==> src/rtl/arb_1r1w_pkg.sv <==
// Shared types and helpers for the 1R1W multi-client arbiter front-end.
package arb_1r1w_pkg;

    // Client ids are carried in a fixed-width field large enough for 16 clients.
    localparam int MAX_CLI_BITS = 4;

    // One entry of the read-tag pipeline: was a read issued, and for whom.
    typedef struct packed {
        logic                    vld;
        logic [MAX_CLI_BITS-1:0] id;
    } tag_t;

    // Number of bits needed to index n clients (never less than 1).
    function automatic int cli_bits(input int n);
        int b;
        b = 1;
        while ((1 << b) < n) begin
            b = b + 1;
        end
        return b;
    endfunction

endpackage

==> src/rtl/arb_1r1w_a1_if.sv <==
// Client-side and core-side bus of the 1R1W arbiter front-end.
interface arb_1r1w_a1_if #(
    parameter int WIDTH   = 32,
    parameter int BITADDR = 13,
    parameter int NUMRCLI = 4,
    parameter int NUMWCLI = 2
);
    // Read clients
    logic [NUMRCLI-1:0]         rreq_vld;
    logic [NUMRCLI*BITADDR-1:0] rreq_addr;
    logic [NUMRCLI-1:0]         rreq_rdy;
    logic [NUMRCLI-1:0]         rrsp_vld;
    logic [WIDTH-1:0]           rrsp_data;
    logic                       rrsp_err;
    // Write clients
    logic [NUMWCLI-1:0]         wreq_vld;
    logic [NUMWCLI*BITADDR-1:0] wreq_addr;
    logic [NUMWCLI*WIDTH-1:0]   wreq_data;
    logic [NUMWCLI-1:0]         wreq_rdy;
    // Core request side
    logic                       vread;
    logic [BITADDR-1:0]         vrdaddr;
    logic                       vwrite;
    logic [BITADDR-1:0]         vwraddr;
    logic [WIDTH-1:0]           vdin;
    // Core response side
    logic                       vread_vld;
    logic [WIDTH-1:0]           vdout;
    logic                       vread_err;
    logic                       ready;
    // Status
    logic                       seq_err;

    // Arbiter view
    modport slave (
        input  rreq_vld, rreq_addr, wreq_vld, wreq_addr, wreq_data,
        input  vread_vld, vdout, vread_err, ready,
        output rreq_rdy, rrsp_vld, rrsp_data, rrsp_err, wreq_rdy,
        output vread, vrdaddr, vwrite, vwraddr, vdin, seq_err
    );

    // Environment view (clients plus core)
    modport master (
        output rreq_vld, rreq_addr, wreq_vld, wreq_addr, wreq_data,
        output vread_vld, vdout, vread_err, ready,
        input  rreq_rdy, rrsp_vld, rrsp_data, rrsp_err, wreq_rdy,
        input  vread, vrdaddr, vwrite, vwraddr, vdin, seq_err
    );

endinterface

==> src/rtl/rr_arb.sv <==
// Round-robin arbiter: one-hot grant, search starts after the last granted client.
module rr_arb
    import arb_1r1w_pkg::*;
#(
    parameter int N    = 4,
    parameter int BITN = 2
) (
    input  logic            clk,
    input  logic            rst,
    input  logic [N-1:0]    req,
    input  logic            en,
    output logic [N-1:0]    gnt,
    output logic [BITN-1:0] gnt_id
);

    logic [BITN-1:0] ptr_q;
    logic [BITN-1:0] ptr_d;
    logic [BITN-1:0] cand;
    logic            found;

    // Priority search from ptr+1, wrapping, first requester wins.
    always_comb begin
        gnt    = '0;
        gnt_id = '0;
        found  = 1'b0;
        cand   = '0;
        for (int k = 1; k <= N; k++) begin
            if ((int'(ptr_q) + k) >= N) begin
                cand = BITN'(int'(ptr_q) + k - N);
            end else begin
                cand = BITN'(int'(ptr_q) + k);
            end
            if (en && !found && req[cand]) begin
                gnt[cand] = 1'b1;
                gnt_id    = cand;
                found     = 1'b1;
            end
        end
    end

    // Pointer moves to the granted client only when an accept happens.
    always_comb begin
        ptr_d = found ? gnt_id : ptr_q;
    end

    // Pointer register; reset to the last client so client 0 wins first.
    always_ff @(posedge clk or negedge rst) begin
        if (!rst) begin
            ptr_q <= BITN'(N - 1);
        end else begin
            ptr_q <= ptr_d;
        end
    end

endmodule

==> src/rtl/arb_1r1w_a1.sv <==
// Multi-client front-end for the 1R1W core: RR arbitration, issue registers,
// read-tag pipeline, response demux and sequence checking.
module arb_1r1w_a1
    import arb_1r1w_pkg::*;
#(
    parameter int WIDTH      = 32,
    parameter int BITADDR    = 13,
    parameter int NUMRCLI    = 4,
    parameter int BITRCLI    = 2,
    parameter int NUMWCLI    = 2,
    parameter int BITWCLI    = 1,
    parameter int SRAM_DELAY = 2
) (
    input  logic          clk,
    input  logic          rst,
    arb_1r1w_a1_if.slave  bus
);

    // Stage 0 lines up with vread; the last stage lines up with vread_vld,
    // which arrives SRAM_DELAY cycles after vread.
    localparam int TAG_DEPTH = SRAM_DELAY + 1;

    logic                grant_en;
    logic [NUMRCLI-1:0]  rgnt;
    logic [BITRCLI-1:0]  rgnt_id;
    logic [NUMWCLI-1:0]  wgnt;
    logic [BITWCLI-1:0]  wgnt_id;

    logic [BITADDR-1:0]  raddr_arr [NUMRCLI];
    logic [BITADDR-1:0]  waddr_arr [NUMWCLI];
    logic [WIDTH-1:0]    wdata_arr [NUMWCLI];

    logic                vread_q,   vread_d;
    logic [BITADDR-1:0]  vrdaddr_q, vrdaddr_d;
    logic                vwrite_q,  vwrite_d;
    logic [BITADDR-1:0]  vwraddr_q, vwraddr_d;
    logic [WIDTH-1:0]    vdin_q,    vdin_d;

    tag_t                tag_q [TAG_DEPTH];
    tag_t                tag_d [TAG_DEPTH];
    tag_t                tag_tail;

    logic                seq_err_q, seq_err_d;

    // Grants are suppressed while the core is busy or reset is held.
    assign grant_en = bus.ready & rst;

    rr_arb #(.N(NUMRCLI), .BITN(BITRCLI)) u_rd_arb (
        .clk    (clk),
        .rst    (rst),
        .req    (bus.rreq_vld),
        .en     (grant_en),
        .gnt    (rgnt),
        .gnt_id (rgnt_id)
    );

    rr_arb #(.N(NUMWCLI), .BITN(BITWCLI)) u_wr_arb (
        .clk    (clk),
        .rst    (rst),
        .req    (bus.wreq_vld),
        .en     (grant_en),
        .gnt    (wgnt),
        .gnt_id (wgnt_id)
    );

    assign bus.rreq_rdy = rgnt;
    assign bus.wreq_rdy = wgnt;

    // Unpack the flat per-client address/data buses.
    generate
        for (genvar gi = 0; gi < NUMRCLI; gi++) begin : g_rd_unpack
            assign raddr_arr[gi] = bus.rreq_addr[gi*BITADDR +: BITADDR];
        end
        for (genvar gi = 0; gi < NUMWCLI; gi++) begin : g_wr_unpack
            assign waddr_arr[gi] = bus.wreq_addr[gi*BITADDR +: BITADDR];
            assign wdata_arr[gi] = bus.wreq_data[gi*WIDTH +: WIDTH];
        end
    endgenerate

    // Next issue values: valid follows the accept, address/data hold when idle.
    always_comb begin
        vread_d   = |rgnt;
        vrdaddr_d = vrdaddr_q;
        vwrite_d  = |wgnt;
        vwraddr_d = vwraddr_q;
        vdin_d    = vdin_q;
        if (|rgnt) begin
            vrdaddr_d = raddr_arr[rgnt_id];
        end
        if (|wgnt) begin
            vwraddr_d = waddr_arr[wgnt_id];
            vdin_d    = wdata_arr[wgnt_id];
        end
    end

    // Issue registers driving the core request ports.
    always_ff @(posedge clk or negedge rst) begin
        if (!rst) begin
            vread_q   <= 1'b0;
            vrdaddr_q <= '0;
            vwrite_q  <= 1'b0;
            vwraddr_q <= '0;
            vdin_q    <= '0;
        end else begin
            vread_q   <= vread_d;
            vrdaddr_q <= vrdaddr_d;
            vwrite_q  <= vwrite_d;
            vwraddr_q <= vwraddr_d;
            vdin_q    <= vdin_d;
        end
    end

    assign bus.vread   = vread_q;
    assign bus.vrdaddr = vrdaddr_q;
    assign bus.vwrite  = vwrite_q;
    assign bus.vwraddr = vwraddr_q;
    assign bus.vdin    = vdin_q;

    // Tag shift chain: stage 0 captures the read being issued, others shift.
    always_comb begin
        tag_d[0].vld = vread_d;
        tag_d[0].id  = MAX_CLI_BITS'(rgnt_id);
        for (int i = 1; i < TAG_DEPTH; i++) begin
            tag_d[i] = tag_q[i-1];
        end
    end

    // Tag pipeline registers; reset drops any reads in flight.
    always_ff @(posedge clk or negedge rst) begin
        if (!rst) begin
            for (int i = 0; i < TAG_DEPTH; i++) begin
                tag_q[i] <= '0;
            end
        end else begin
            for (int i = 0; i < TAG_DEPTH; i++) begin
                tag_q[i] <= tag_d[i];
            end
        end
    end

    assign tag_tail = tag_q[TAG_DEPTH-1];

    // Response demux: strobe only the client whose tag matches a real response.
    generate
        for (genvar gi = 0; gi < NUMRCLI; gi++) begin : g_rsp_demux
            assign bus.rrsp_vld[gi] = bus.vread_vld & tag_tail.vld &
                                      (tag_tail.id == MAX_CLI_BITS'(gi));
        end
    endgenerate

    assign bus.rrsp_data = bus.vdout;
    assign bus.rrsp_err  = bus.vread_err;

    // Sticky flag: core response and tag tail disagree.
    always_comb begin
        seq_err_d = seq_err_q | (bus.vread_vld != tag_tail.vld);
    end

    // Sequence-error register, cleared only by reset.
    always_ff @(posedge clk or negedge rst) begin
        if (!rst) begin
            seq_err_q <= 1'b0;
        end else begin
            seq_err_q <= seq_err_d;
        end
    end

    assign bus.seq_err = seq_err_q;

endmodule

==> src/flat_wrapper.sv <==
// flat-port wrapper written by rule: the top's interface ports become plain ports
module arb_1r1w_a1_flat import arb_1r1w_pkg::*;
#(
    parameter int WIDTH      = 32,
    parameter int BITADDR    = 13,
    parameter int NUMRCLI    = 4,
    parameter int BITRCLI    = 2,
    parameter int NUMWCLI    = 2,
    parameter int BITWCLI    = 1,
    parameter int SRAM_DELAY = 2
)
  (clk, rst, bus_rreq_vld, bus_rreq_addr, bus_wreq_vld, bus_wreq_addr, bus_wreq_data, bus_vread_vld, bus_vdout, bus_vread_err, bus_ready, bus_rreq_rdy, bus_rrsp_vld, bus_rrsp_data, bus_rrsp_err, bus_wreq_rdy, bus_vread, bus_vrdaddr, bus_vwrite, bus_vwraddr, bus_vdin, bus_seq_err);
  arb_1r1w_a1_if #(.WIDTH(WIDTH), .BITADDR(BITADDR), .NUMRCLI(NUMRCLI), .NUMWCLI(NUMWCLI)) bus_i ();
  input  logic clk;
  input  logic rst;
  input wire logic [$bits(bus_i.rreq_vld)-1:0] bus_rreq_vld;
  input wire logic [$bits(bus_i.rreq_addr)-1:0] bus_rreq_addr;
  input wire logic [$bits(bus_i.wreq_vld)-1:0] bus_wreq_vld;
  input wire logic [$bits(bus_i.wreq_addr)-1:0] bus_wreq_addr;
  input wire logic [$bits(bus_i.wreq_data)-1:0] bus_wreq_data;
  input wire logic [$bits(bus_i.vread_vld)-1:0] bus_vread_vld;
  input wire logic [$bits(bus_i.vdout)-1:0] bus_vdout;
  input wire logic [$bits(bus_i.vread_err)-1:0] bus_vread_err;
  input wire logic [$bits(bus_i.ready)-1:0] bus_ready;
  output wire logic [$bits(bus_i.rreq_rdy)-1:0] bus_rreq_rdy;
  output wire logic [$bits(bus_i.rrsp_vld)-1:0] bus_rrsp_vld;
  output wire logic [$bits(bus_i.rrsp_data)-1:0] bus_rrsp_data;
  output wire logic [$bits(bus_i.rrsp_err)-1:0] bus_rrsp_err;
  output wire logic [$bits(bus_i.wreq_rdy)-1:0] bus_wreq_rdy;
  output wire logic [$bits(bus_i.vread)-1:0] bus_vread;
  output wire logic [$bits(bus_i.vrdaddr)-1:0] bus_vrdaddr;
  output wire logic [$bits(bus_i.vwrite)-1:0] bus_vwrite;
  output wire logic [$bits(bus_i.vwraddr)-1:0] bus_vwraddr;
  output wire logic [$bits(bus_i.vdin)-1:0] bus_vdin;
  output wire logic [$bits(bus_i.seq_err)-1:0] bus_seq_err;
  assign bus_i.rreq_vld = bus_rreq_vld;
  assign bus_i.rreq_addr = bus_rreq_addr;
  assign bus_i.wreq_vld = bus_wreq_vld;
  assign bus_i.wreq_addr = bus_wreq_addr;
  assign bus_i.wreq_data = bus_wreq_data;
  assign bus_i.vread_vld = bus_vread_vld;
  assign bus_i.vdout = bus_vdout;
  assign bus_i.vread_err = bus_vread_err;
  assign bus_i.ready = bus_ready;
  assign bus_rreq_rdy = bus_i.rreq_rdy;
  assign bus_rrsp_vld = bus_i.rrsp_vld;
  assign bus_rrsp_data = bus_i.rrsp_data;
  assign bus_rrsp_err = bus_i.rrsp_err;
  assign bus_wreq_rdy = bus_i.wreq_rdy;
  assign bus_vread = bus_i.vread;
  assign bus_vrdaddr = bus_i.vrdaddr;
  assign bus_vwrite = bus_i.vwrite;
  assign bus_vwraddr = bus_i.vwraddr;
  assign bus_vdin = bus_i.vdin;
  assign bus_seq_err = bus_i.seq_err;
  arb_1r1w_a1 #(.WIDTH(WIDTH), .BITADDR(BITADDR), .NUMRCLI(NUMRCLI), .BITRCLI(BITRCLI), .NUMWCLI(NUMWCLI), .BITWCLI(BITWCLI), .SRAM_DELAY(SRAM_DELAY)) u_core (.clk(clk), .rst(rst), .bus(bus_i));
endmodule
==> config.mk <==
export PLATFORM = sky130hd
export DESIGN_NAME = arb_1r1w_a1_flat
export DESIGN_NICKNAME = d
export VERILOG_FILES = /design/src/rtl/arb_1r1w_pkg.sv /design/src/rtl/arb_1r1w_a1_if.sv /design/src/rtl/rr_arb.sv /design/src/rtl/arb_1r1w_a1.sv /design/src/flat_wrapper.sv
export SDC_FILE = /design/constraint.sdc
export NUM_CORES = 1
export LEC_CHECK = 0
export ABC_AREA = 0
export CORE_ASPECT_RATIO = 0.5
export CORE_UTILIZATION = 38
export CTS_CLUSTER_SIZE = 24
export DETAILED_ROUTE_END_ITERATION = 10
export PLACE_DENSITY = 0.9
export SETUP_SLACK_MARGIN = 0.3
export SYNTH_ARGS = -nofsm -noshare
export SYNTH_HDL_FRONTEND = slang
export SYNTH_SLANG_ARGS = --single-unit
==> constraint.sdc <==
create_clock -name clk -period 6.3 [get_ports clk]
set_clock_uncertainty 0.15 [all_clocks]
set_input_delay 1.26 -clock clk [delete_from_list [all_inputs] [get_ports clk]]
set_output_delay 1.26 -clock clk [all_outputs]
set_load 0.03 [all_outputs]
* Yosys cells after proc, flatten, opt, wreduce, memory -nomap -nowiden
Cells that the tools add are included.
** Operators by class
- Add/subtract/negate cells :: 12
- Magnitude comparators :: 20
- Equality and inequality tests :: 4
- Muxes and demuxes :: 57
- Bitwise gates (word level) :: 13
- Reduce and logical (&&, ||, !) cells :: 23
** Operators by type and width (count)
- 2-to-1 mux 32 bit :: 3
- 2-to-1 mux 13 bit :: 5
- binary-select mux 13 bit (select 2 bit) :: 1
- 2-to-1 mux 1 bit :: 24
- 2-to-1 mux 2 bit :: 10
- logical AND 1 bit :: 16
- 2-to-1 mux 4 bit :: 4
- greater-or-equal comparator 3 bit (second input constant) :: 4
- less-than comparator 2 x 3 -> 1 bit (second input constant) :: 4
- OR 4 bit :: 3
- binary-select mux 1 bit (select 2 bit) :: 4
- demux 1 bit (select 2 bit) :: 4
- greater-or-equal comparator 2 x 1 -> 1 bit (second input constant) :: 4
- subtractor 2 x 1 -> 2 bit (second input constant) :: 4
- adder 2 x 2 -> 3 bit (second input constant) :: 2
- bitwise AND 1 bit :: 6
- adder 2 x 3 -> 4 bit (second input constant) :: 1
- equality test 2 bit (second input constant) :: 2
- greater-or-equal comparator 2 bit (second input constant) :: 2
- greater-or-equal comparator 4 x 3 -> 1 bit (second input constant) :: 1
- logical NOT 1 bit :: 4
- logical NOT 4 bit :: 1
- less-than comparator 1 x 2 -> 1 bit (second input constant) :: 2
- OR reduction 4 bit :: 1
- other kinds (14) :: 17
** Storage, ports and cells
- Bits in registers :: 72
- Input port bits :: 185
- Output and inout bits :: 104
- Word-level logic and storage cells :: 142

* Depth between registers and ports, before layout
Gate-level depths: netlist (run 1).
- Depth after elaboration :: 23
- Mapped depth :: 11
- Mapped depth without buffers :: 9

* Modules after synthesis
A second synthesis (run 1) with hierarchy kept.
** Unflattened totals
- Cell total of the unflattened synthesis :: 365
- Area, all modules :: 4165.2 um2
** Modules (own cells, without submodules)
- arb_1r1w_a1 :: times used 1, cells an instance 297, area each 3524.6 um2, seq. area each 1726.7 um2
- rr_arb (u_core.u_rd_arb) :: times used 1, cells an instance 59, area each 573.0 um2, seq. area each 52.6 um2
- rr_arb (u_core.u_wr_arb) :: times used 1, cells an instance 9, area each 67.6 um2, seq. area each 26.3 um2

* Least setup slack after synthesis (run 1)
Ideal clock, no wire load.
- Path type :: input-to-output
- From :: input bus_rreq_vld[2]
- To :: output bus_rreq_rdy[3]
- Arrival time :: 2.688 ns
- Required time :: 4.890 ns
- Slack :: 2.202 ns
- Stages :: 5
- Buffers on the path :: 0
- Path through :: and2_1 > nor4b_1 > a31oi_1 > nor4b_2 > a221o_1
** Between the ends
- Word-level cells in the longest chain between the ends :: 16
- Elaborated cells on any way between the ends :: 28
- Classes of those cells :: mux (15); bitwise (3); reduce/logical (10)
** Ends and longest elaborated chain
- start: declaration :: line flat_wrapper.sv:16 : input wire logic [$bits(bus_i.rreq_vld)-1:0] bus_rreq_vld;
- binary-select mux 1 bit (select 2 bit) :: line rr_arb.sv:33 : if (en && !found && req[cand]) begin
- 2-to-1 mux 1 bit (not written as such) :: line rr_arb.sv:33
- logical AND 1 bit :: line rr_arb.sv:33
- 2-to-1 mux 1 bit :: line rr_arb.sv:33
- logical NOT 1 bit :: line rr_arb.sv:33
- logical AND 1 bit (2 in series) :: line rr_arb.sv:33
- 2-to-1 mux 1 bit :: line rr_arb.sv:33
- logical NOT 1 bit :: line rr_arb.sv:33
- logical AND 1 bit (2 in series) :: line rr_arb.sv:33
- 2-to-1 mux 1 bit :: line rr_arb.sv:33
- logical NOT 1 bit :: line rr_arb.sv:33
- logical AND 1 bit (2 in series) :: line rr_arb.sv:33
- 2-to-1 mux 4 bit * :: line rr_arb.sv:33
- end: declaration :: line flat_wrapper.sv:25 : output wire logic [$bits(bus_i.rreq_rdy)-1:0] bus_rreq_rdy;
Every way passes the cells marked *; elsewhere a longest branch is shown, timed or not. The select of a mux whose other input is x is not followed.

* Final worst setup path (run 1)
- From :: input bus_rreq_vld[2]
- To :: output bus_rreq_rdy[1]
Same word-level chain as after synthesis.

==> impl_metrics.py, run 1 <==
metrics = {
    "floorplan": {
        "coreArea_um2": 10400,
        "die_height_um": 75.7,
        "io_pins": 289,
        "fp.dieArea_um2": 11300,
        "initial_core_util_pct": 39.8,
        "num_rows": 26,
        "dieWidth_um": 149,
    },
    "global_routing": {
        "grt_pass1_wl_um": 17800,
        "grt_pass1_vias": 3403,
        "grt-ovfl-total": 0,
        "antenna_found_initial": 0,
        "grt_use_total_pct": 21.1,
        "grt_start_max_net_pins": 89,
    },
    "setup_path": {
        "cp_data_arrival_time_ps": 4050,
        "worstSetupStartpointType": "primary input",
        "crit_fanout": 6,
        "worstSetupPathType": "primary input to primary output",
        "critPathRequiredTime_ps": 4890,
        "end_kind": "primary output",
    },
    "run_status": {
        "status": "complete, no violations",
    },
    "clock_tree": {
        "cts_sinks": 72,
        "cts_hold_buf": 0,
        "cts.repair.resized": 0,
        "h-tree-depth": 3,
        "insertion_delay_ps": 320,
        "cts_setup_buffers": 0,
        "cts_max_path_buffers": 2,
        "cts_tree": "built",
        "clkTransAtPathRegs_ps": 50,
        "numCtsBuffers": 9,
        "root_buffer": "clkbuf_16",
    },
    "logic_synthesis": {
        "yosysWarningCount": 0,
        "synth_area_leaders": "dfrtp_1, mux2i_1, buf_4, o21ai_0, nand2_1",
        "ys_ff_latch": 72,
        "syn_nets": 578,
        "yosysTopAreaCell": "dfrtp_1",
        "avgSynthCellArea_um2": 10.7,
        "ys_types": 37,
        "synthCells": 385,
        "yosysTopAreaCellShare_pct": 41.8,
        "ys_seq_area_share_pct": 43.7,
        "post_synth_instance_area_um2": 4130,
    },
    "power": {
        "power_density_nw_per_um2": 380,
        "max-vdd-ir-drop_mv": 0.246,
        "leakage_nw": 2.57,
    },
    "drt": {
        "drtAntennaViolNets": 0,
        "post_drt_wl_per_cell_um": 17.3,
        "via_count": 3504,
        "firstDrtPassIters": 5,
        "drc": 0,
        "routed_wl_um": 12300,
        "drt_iter0_drc": 112,
        "avgViaCountPerCell": 4.91,
    },
    "placed_design": {
        "numPortBuffers": 222,
        "place_area_um2": 6230,
        "hpwl_um": 9380,
        "place_congestion": 0.894,
    },
    "finish": {
        "drive_above_1_share_pct": 7.84,
        "layout.nets": 763,
        "antennaDiodeCount": 0,
        "final_common_cell": "clkdlybuf4s50_1",
        "fin_util_pct": 62.8,
        "final_area_um2": 6520,
        "final_cell_mix": "clkdlybuf4s50_1, mux2i_1, dfrtp_1, nand2_1, o21ai_0",
        "syn2layout_area_growth_pct": 57.8,
    },
    "sta": {
        "min_period_ps": 5460,
        "final_max_slew_viol_count": 0,
        "hold_violations": 0,
        "period_share_pct": 86.6,
        "setup-tns-final_ps": 0,
        "tightest_slew_ps": 1110,
        "finalSetupViolations": 0,
        "rsz0062_at_grt": "no",
        "max_slew_margin_pct": 25.5,
        "fmax_mhz": 183,
    },
    "job": {
        "cap_viol_max_count": 0,
    },
    "min_path": {
        "hp-class": "register to register",
    },
}
routing by layer:
| layer | part of all wire, % | vias up | GRT usage (%) |
|---|---|---|---|
| met5 | 0 | - | 0 |
| met4 | 2.4 | 0 | 9.75 |
| met3 | 4.2 | 26 | 4.67 |
| met2 | 54 | 109 | 38.9 |
| met1 | 40 | 1687 | 23.9 |
| li1 | - | 1682 | - |
path summary, 6_finish.rpt:
path | startpoint | to | slack [ps] | cells past startpoint
min | u_core.tag_d[6]$_DFF_PN0_ | u_core.tag_d[1]$_DFF_PN0_ | 200 | 0
max reg2reg | u_core.u_rd_arb.ptr_q[0]$_DFFE_PN1P_ | u_core.bus.vrdaddr[2]$_DFFE_PN0P_ | 2070 | 9
min in group asynchronous | rst | u_core.bus.vdin[4]$_DFFE_PN0P_ | 720 | 1
max | bus_rreq_vld[2] | bus_rreq_rdy[1] | 840 | 7
min reg2reg | u_core.tag_d[6]$_DFF_PN0_ | u_core.tag_d[1]$_DFF_PN0_ | 200 | 0
max in group asynchronous | rst | u_core.u_wr_arb.ptr_q$_DFFE_PN1P_ | 4370 | 2
worst max-delay path, cell delays in order:
cell	delay [ps]
clkdlybuf4s50_1	490
and2_1	190
nor4b_1	380
a31oi_1	160
nor4b_2	530
a221o_1	320
clkdlybuf4s50_1	700
cell type report:
class                      count  area [um^2]
tap                          140          175
clock buffer                  12          246
sequential                    72         1810
clock inverter                 3         42.5
inverter                       6         22.5
timing repair buffer         226         2250
multi-input combinational    255         1980
fill                         815         3860
sequential cells by signal, summed over array words and instances (netlist names):
| register | cells |
|---|---|
| u_core.bus.vwraddr | 13 |
| u_core.tag_q | 3 |
| u_core.u_wr_arb.ptr_q | 1 |
| u_core.bus.vdin | 32 |
| u_core.u_rd_arb.ptr_q | 2 |
| u_core.bus.vrdaddr | 13 |
| u_core.tag_d | 5 |
| u_core.bus.seq_err | 1 |
| u_core.bus.vwrite | 1 |
| u_core.bus.vread | 1 |
through the flow:
stage	power [mW]	hold WS, ps	cells	setup WS (ps)
2_1_floorplan	1.55	181	385	2200
3_3_place_gp	1.95	184	699	1020
3_5_place_dp	1.99	185	699	925
4_1_cts	2.50	194	714	881
5_1_grt	2.60	197	714	666
6_report	2.48	196	714	844
power by group:
part | switching (mW) | internal (mW) | total [mW]
sequential | 0.103 | 0.618 | 0.721
clock | 0.182 | 0.315 | 0.497
combinational | 0.647 | 0.614 | 1.26
cell families (layout without fill, tap and decap cells):
kind of cell | after synthesis | count (layout) | synth area share, %
mux | 99 | 99 | 26.4
fa+ha+maj | 8 | 8 | 2.42
compound gates | 66 | 66 | 9.27
simple gates | 82 | 82 | 9.18
buf+inv | 58 | 247 | 8.97
flops | 72 | 72 | 43.7
synth_stat cells:
master / instances
dfrtp_1: 69
nor2b_4: 1
o32ai_1: 1
buf_8: 1
nor4b_2: 1
inv_1: 6
nor4b_1: 1
nor2b_1: 1
o21ai_0: 46
o31ai_1: 1
a221o_1: 4
mux2_2: 5
buf_6: 2
mux2i_1: 81
a21o_1: 1
and3_1: 1
ha_1: 8
a21oi_1: 3
nor3b_1: 1
clkbuf_1: 9
mux4_2: 4
nand2b_1: 3
and2b_1: 1
a31oi_1: 1
nor2_1: 9
or2_2: 1
buf_1: 5
nand2_1: 59
buf_2: 2
mux2_4: 9
buf_4: 33
nor4_4: 1
a22oi_1: 7
o21ai_1: 1
dfstp_2: 3
a311o_1: 1
and2_1: 2
Power figures use the tool's default switching activity.
==> inputs of run 2 (changes only) <==
--- a/config.mk
+++ b/config.mk
@@ -10,7 +10,8 @@
 export CORE_UTILIZATION = 38
 export CTS_CLUSTER_SIZE = 24
 export DETAILED_ROUTE_END_ITERATION = 10
-export PLACE_DENSITY = 0.9
+export GPL_ROUTABILITY_DRIVEN = 1
+export PLACE_DENSITY_LB_ADDON = 0.15
 export SETUP_SLACK_MARGIN = 0.3
 export SYNTH_ARGS = -nofsm -noshare
 export SYNTH_HDL_FRONTEND = slang
==> run 2 against run 1 <==
  * Register-to-register slack better by 100 ps
  * Setup slack better by 50 ps
  * Cell area up 0.25%
  * Largest cell class unchanged
  * Highest routed layer unchanged
  * Clock-buffer cell count down 3
  * Critical endpoint is now bus_rreq_rdy[2]
  * Non-clock buffer count unchanged
  * Routed wire length down 9.7%
==> impl_metrics.py, run 2 (synthesized netlist as in run 1, its figures left out) <==
metrics = {
    "setup_path": {
        "r2r-start": "u_core.u_rd_arb.ptr_q[0]$_DFFE_PN1P_",
        "max_stage_delay_ps": 710,
        "crit_chain": "clkdlybuf4s50_1, and2_1, nor4b_1, a31oi_1, nor4b_2, a221o_1, clkdlybuf4s50_1",
        "cp_top_family": "buffers and inverters",
        "crit_buf_inv": 2,
        "worstSetupPathType": "primary input to primary output",
        "cp.depth": 7,
        "worstSetupStartpointType": "primary input",
        "reg2regPathDepth": 9,
        "startpoint": "bus_rreq_vld[2]",
        "end_kind": "primary output",
        "crit_fanout": 6,
        "crit_slowest_cell": "clkdlybuf4s50_1",
        "cp_data_arrival_time_ps": 4000,
        "critPathRequiredTime_ps": 4890,
        "path_common_cell": "clkdlybuf4s50_1",
    },
    "global_routing": {
        "grt_start_max_net_pins": 89,
        "grt_pass1_vias": 3318,
        "grt_use_total_pct": 19.1,
        "antenna_found_initial": 0,
        "grt-ovfl-total": 0,
        "grt_pass1_wl_um": 16400,
    },
    "placed_design": {
        "post-place-cells": 699,
        "hpwl_um": 8490,
        "pre_cts_ws_ps": 932,
        "place_area_um2": 6230,
        "place_congestion": 0.835,
        "numPortBuffers": 222,
    },
    "sta": {
        "final_max_slew_viol_count": 0,
        "tightest_slew_ps": 1080,
        "fmax_mhz": 185,
        "setup-tns-final_ps": 0,
        "hold_ws_ps": 197,
        "hold_violations": 0,
        "min_period_ps": 5410,
        "finalSetupViolations": 0,
        "rsz0062_at_grt": "no",
        "period_share_pct": 85.8,
        "fin_ws_ps": 895,
        "max_slew_margin_pct": 27.6,
    },
    "clock_tree": {
        "cts.repair.resized": 0,
        "cts_setup_buffers": 0,
        "numCtsBuffers": 9,
        "insertion_delay_ps": 330,
        "h-tree-depth": 3,
        "cts_hold_buf": 0,
        "root_buffer": "clkbuf_16",
        "cts_sinks": 72,
        "cts_max_path_buffers": 2,
        "clkTransAtPathRegs_ps": 60,
        "cts_tree": "built",
    },
    "min_path": {
        "hp-class": "register to register",
        "hold_depth": 0,
        "worstHoldStart": "u_core.tag_d[1]$_DFF_PN0_",
    },
    "finish": {
        "final_cells": 715,
        "antennaDiodeCount": 0,
        "final_common_cell": "clkdlybuf4s50_1",
        "fin_util_pct": 63.0,
        "layout.nets": 763,
        "syn2layout_area_growth_pct": 58.2,
        "final_area_um2": 6540,
        "final_cell_mix": "clkdlybuf4s50_1, mux2i_1, dfrtp_1, nand2_1, o21ai_0",
        "nFillCells": 881,
        "drive_above_1_share_pct": 8.35,
        "largest_register_ffs": 32,
    },
    "floorplan": {
        "die_height_um": 75.7,
        "io_pins": 289,
        "dieWidth_um": 149,
        "num_rows": 26,
        "fp.dieArea_um2": 11300,
        "initial_core_util_pct": 39.8,
        "coreArea_um2": 10400,
    },
    "drt": {
        "avgViaCountPerCell": 4.82,
        "drtAntennaViolNets": 0,
        "firstDrtPassIters": 6,
        "drc": 0,
        "drt_iter0_drc": 184,
        "via_count": 3446,
        "post_drt_wl_per_cell_um": 15.6,
        "routed_wl_um": 11100,
    },
    "power": {
        "max-vdd-ir-drop_mv": 0.149,
        "power_density_nw_per_um2": 378,
        "leakage_nw": 2.57,
        "total_power_mw": 2.47,
    },
    "job": {
        "cap_viol_max_count": 0,
    },
    "run_status": {
        "status": "complete, no violations",
    },
}
[run 2: layout make-up]
cell class / instances / area (um^2) / area share [%]
Multi-Input combinational cell: 255 / 1980 / 30.3
Clock inverter: 7 / 80.1 / 1.23
Inverter: 6 / 22.5 / 0.345
Sequential cell: 72 / 1810 / 27.6
Tap cell: 140 / 175 / 2.68
Clock buffer: 9 / 225 / 3.45
Timing Repair Buffer: 226 / 2250 / 34.4
[run 2: power by group]
group / internal (mW) / switching (mW)
logic: 0.613 / 0.627
clock network: 0.310 / 0.205
registers: 0.618 / 0.0979
total: 1.54 / 0.930
[run 2: routing by layer]
layer	share of wire (%)	routed length [um]	GRT usage, %	vias to the layer above
li1	-	-	-	1694
met1	38	4230	20.9	1609
met2	55	6140	37.0	116
met3	5.0	554	4.19	27
met4	1.9	214	7.71	0
met5	0	0	0	-
[run 2: worst paths after layout]
kind,to,slack (ps)
hold reg to reg,u_core.tag_q[1]$_DFF_PN0_,200
setup / recovery,bus_rreq_rdy[2],890
max in group asynchronous,u_core.bus.vwraddr[12]$_DFFE_PN0P_,4390
hold / removal,u_core.tag_q[1]$_DFF_PN0_,200
min in group asynchronous,u_core.bus.vrdaddr[0]$_DFFE_PN0P_,1000
setup reg to reg,u_core.bus.vrdaddr[1]$_DFFE_PN0P_,2170
[run 2: worst reg2reg max path, cell delays in order, from the launching register on]
cell      delay [ps]
dfstp_2          680
inv_1            170
ha_1             420
nand2b_1         190
nor4b_1          150
a31oi_1          290
nor2_1           150
a221o_1          420
nor4_4           950
mux2_2           420
==> inputs of run 3 (changes only) <==
--- a/config.mk
+++ b/config.mk
@@ -6,6 +6,7 @@
 export NUM_CORES = 1
 export LEC_CHECK = 0
 export ABC_AREA = 0
+export CAP_MARGIN = 25
 export CORE_ASPECT_RATIO = 0.5
 export CORE_UTILIZATION = 38
 export CTS_CLUSTER_SIZE = 24
==> run 3 against run 2 <==
  * Die area did not move
  * Flip-flop and latch count did not move
  * Utilization rose by 0.11 points
==> impl_metrics.py, run 3 (synthesized netlist as in run 1, its figures left out) <==
metrics = {
    "power": {
        "max-vdd-ir-drop_mv": 0.175,
        "total_power_mw": 2.48,
        "leakage_nw": 2.58,
        "power_density_nw_per_um2": 379,
    },
    "placed_design": {
        "numPortBuffers": 222,
        "hpwl_um": 8490,
        "place_congestion": 0.835,
        "post-place-cells": 699,
    },
    "clock_tree": {
        "cts_setup_buffers": 0,
        "root_buffer": "clkbuf_16",
        "numCtsBuffers": 9,
        "cts.repair.resized": 0,
        "cts_tree": "built",
        "h-tree-depth": 3,
        "clkTransAtPathRegs_ps": 60,
        "cts_hold_buf": 0,
        "cts_max_path_buffers": 2,
        "insertion_delay_ps": 330,
        "cts_sinks": 72,
    },
    "min_path": {
        "hold_depth": 0,
        "hp-class": "register to register",
    },
    "floorplan": {
        "dieWidth_um": 149,
        "die_height_um": 75.7,
        "initial_core_util_pct": 39.8,
        "fp.dieArea_um2": 11300,
        "io_pins": 289,
        "coreArea_um2": 10400,
        "num_rows": 26,
    },
    "finish": {
        "final_common_cell": "clkdlybuf4s50_1",
        "largest_register_ffs": 32,
        "final_cells": 716,
        "drive_above_1_share_pct": 8.51,
        "layout.nets": 764,
        "syn2layout_area_growth_pct": 58.5,
        "final_cell_mix": "clkdlybuf4s50_1, mux2i_1, dfrtp_1, nand2_1, o21ai_0",
        "antennaDiodeCount": 0,
    },
    "setup_path": {
        "cp.depth": 7,
        "crit_slowest_cell": "clkdlybuf4s50_1",
        "worstSetupStartpointType": "primary input",
        "worstSetupPathType": "primary input to primary output",
        "critPathRequiredTime_ps": 4890,
        "end_kind": "primary output",
        "crit_buf_inv": 2,
        "max_stage_delay_ps": 720,
        "cp_top_family": "buffers and inverters",
        "reg2regPathDepth": 9,
        "path_common_cell": "clkdlybuf4s50_1",
        "crit_chain": "clkdlybuf4s50_1, and2_1, nor4b_1, a31oi_1, nor4b_2, a221o_1, clkdlybuf4s50_1",
        "cp_data_arrival_time_ps": 3980,
        "crit_fanout": 6,
    },
    "global_routing": {
        "grt_pass1_wl_um": 16400,
        "grt-ovfl-total": 0,
        "grt_start_max_net_pins": 89,
        "antenna_found_initial": 0,
        "grt_pass1_vias": 3318,
        "grt_use_total_pct": 19.1,
    },
    "drt": {
        "firstDrtPassIters": 4,
        "via_count": 3442,
        "drtAntennaViolNets": 0,
        "drc": 0,
        "routed_wl_um": 11100,
        "drt_iter0_drc": 196,
        "avgViaCountPerCell": 4.81,
        "post_drt_wl_per_cell_um": 15.6,
    },
    "sta": {
        "hold_violations": 0,
        "finalSetupViolations": 0,
        "final_max_slew_viol_count": 0,
        "setup-tns-final_ps": 0,
        "rsz0062_at_grt": "no",
        "hold_ws_ps": 197,
        "max_slew_margin_pct": 38.4,
        "fmax_mhz": 185,
        "period_share_pct": 85.6,
        "tightest_slew_ps": 923,
        "min_period_ps": 5390,
    },
    "job": {
        "cap_viol_max_count": 0,
    },
    "run_status": {
        "status": "complete, no violations",
    },
}
## run 3: worst register-to-register path, cell delays in order (launching register included)
cell and delay, ps:
dfstp_2 680, inv_1 170, ha_1 420, and2_1 210
nor4b_1 360, a31oi_1 140, nor4b_2 490, mux2_2 570
mux2i_1 200, mux2_4 290
## run 3: final cells by class
class / count / area (um^2)
fill: 882 / 3830
tap: 140 / 175
clock buffer: 9 / 225
multi-input combinational: 255 / 1980
inverter: 6 / 22.5
clock inverter: 7 / 80.1
sequential: 72 / 1810
timing repair buffer: 227 / 2260
## run 3: power breakdown
part | total [mW] | switching [mW] | internal [mW] | leakage (nW)
Sequential | 0.716 | 0.0980 | 0.618 | 0.876
Clock | 0.515 | 0.205 | 0.310 | 0.142
Combinational | 1.25 | 0.628 | 0.621 | 1.56
## run 3: path summary, 6_finish.rpt
path | from | slack [ps] | to
max in group asynchronous | rst | 4390 | u_core.bus.vwraddr[12]$_DFFE_PN0P_
worst max-delay path | bus_rreq_vld[2] | 910 | bus_rreq_rdy[2]
worst min register to register | u_core.tag_d[1]$_DFF_PN0_ | 200 | u_core.tag_q[1]$_DFF_PN0_
worst max register to register | u_core.u_rd_arb.ptr_q[0]$_DFFE_PN1P_ | 2500 | u_core.bus.vrdaddr[4]$_DFFE_PN0P_
worst min-delay path | u_core.tag_d[1]$_DFF_PN0_ | 200 | u_core.tag_q[1]$_DFF_PN0_
min in group asynchronous | rst | 1000 | u_core.bus.vrdaddr[0]$_DFFE_PN0P_
## run 3: routing by layer
layer  up-vias  GRT usage [%]  share of wire, %
li1       1693              -                 -
met1      1603           20.9                38
met2       119           37.0                55
met3        27           4.19               5.0
met4         0           7.71               1.9
met5         -              0                 0
## run 3: through the flow
step	util (%)	worst slack (ps)	area [um^2]
CTS	63.0	925	6540
global placement	60.0	983	6230
finish	63.1	906	6550
global route	63.1	799	6550
detailed placement	60.0	932	6230
floorplan	-	2200	4130
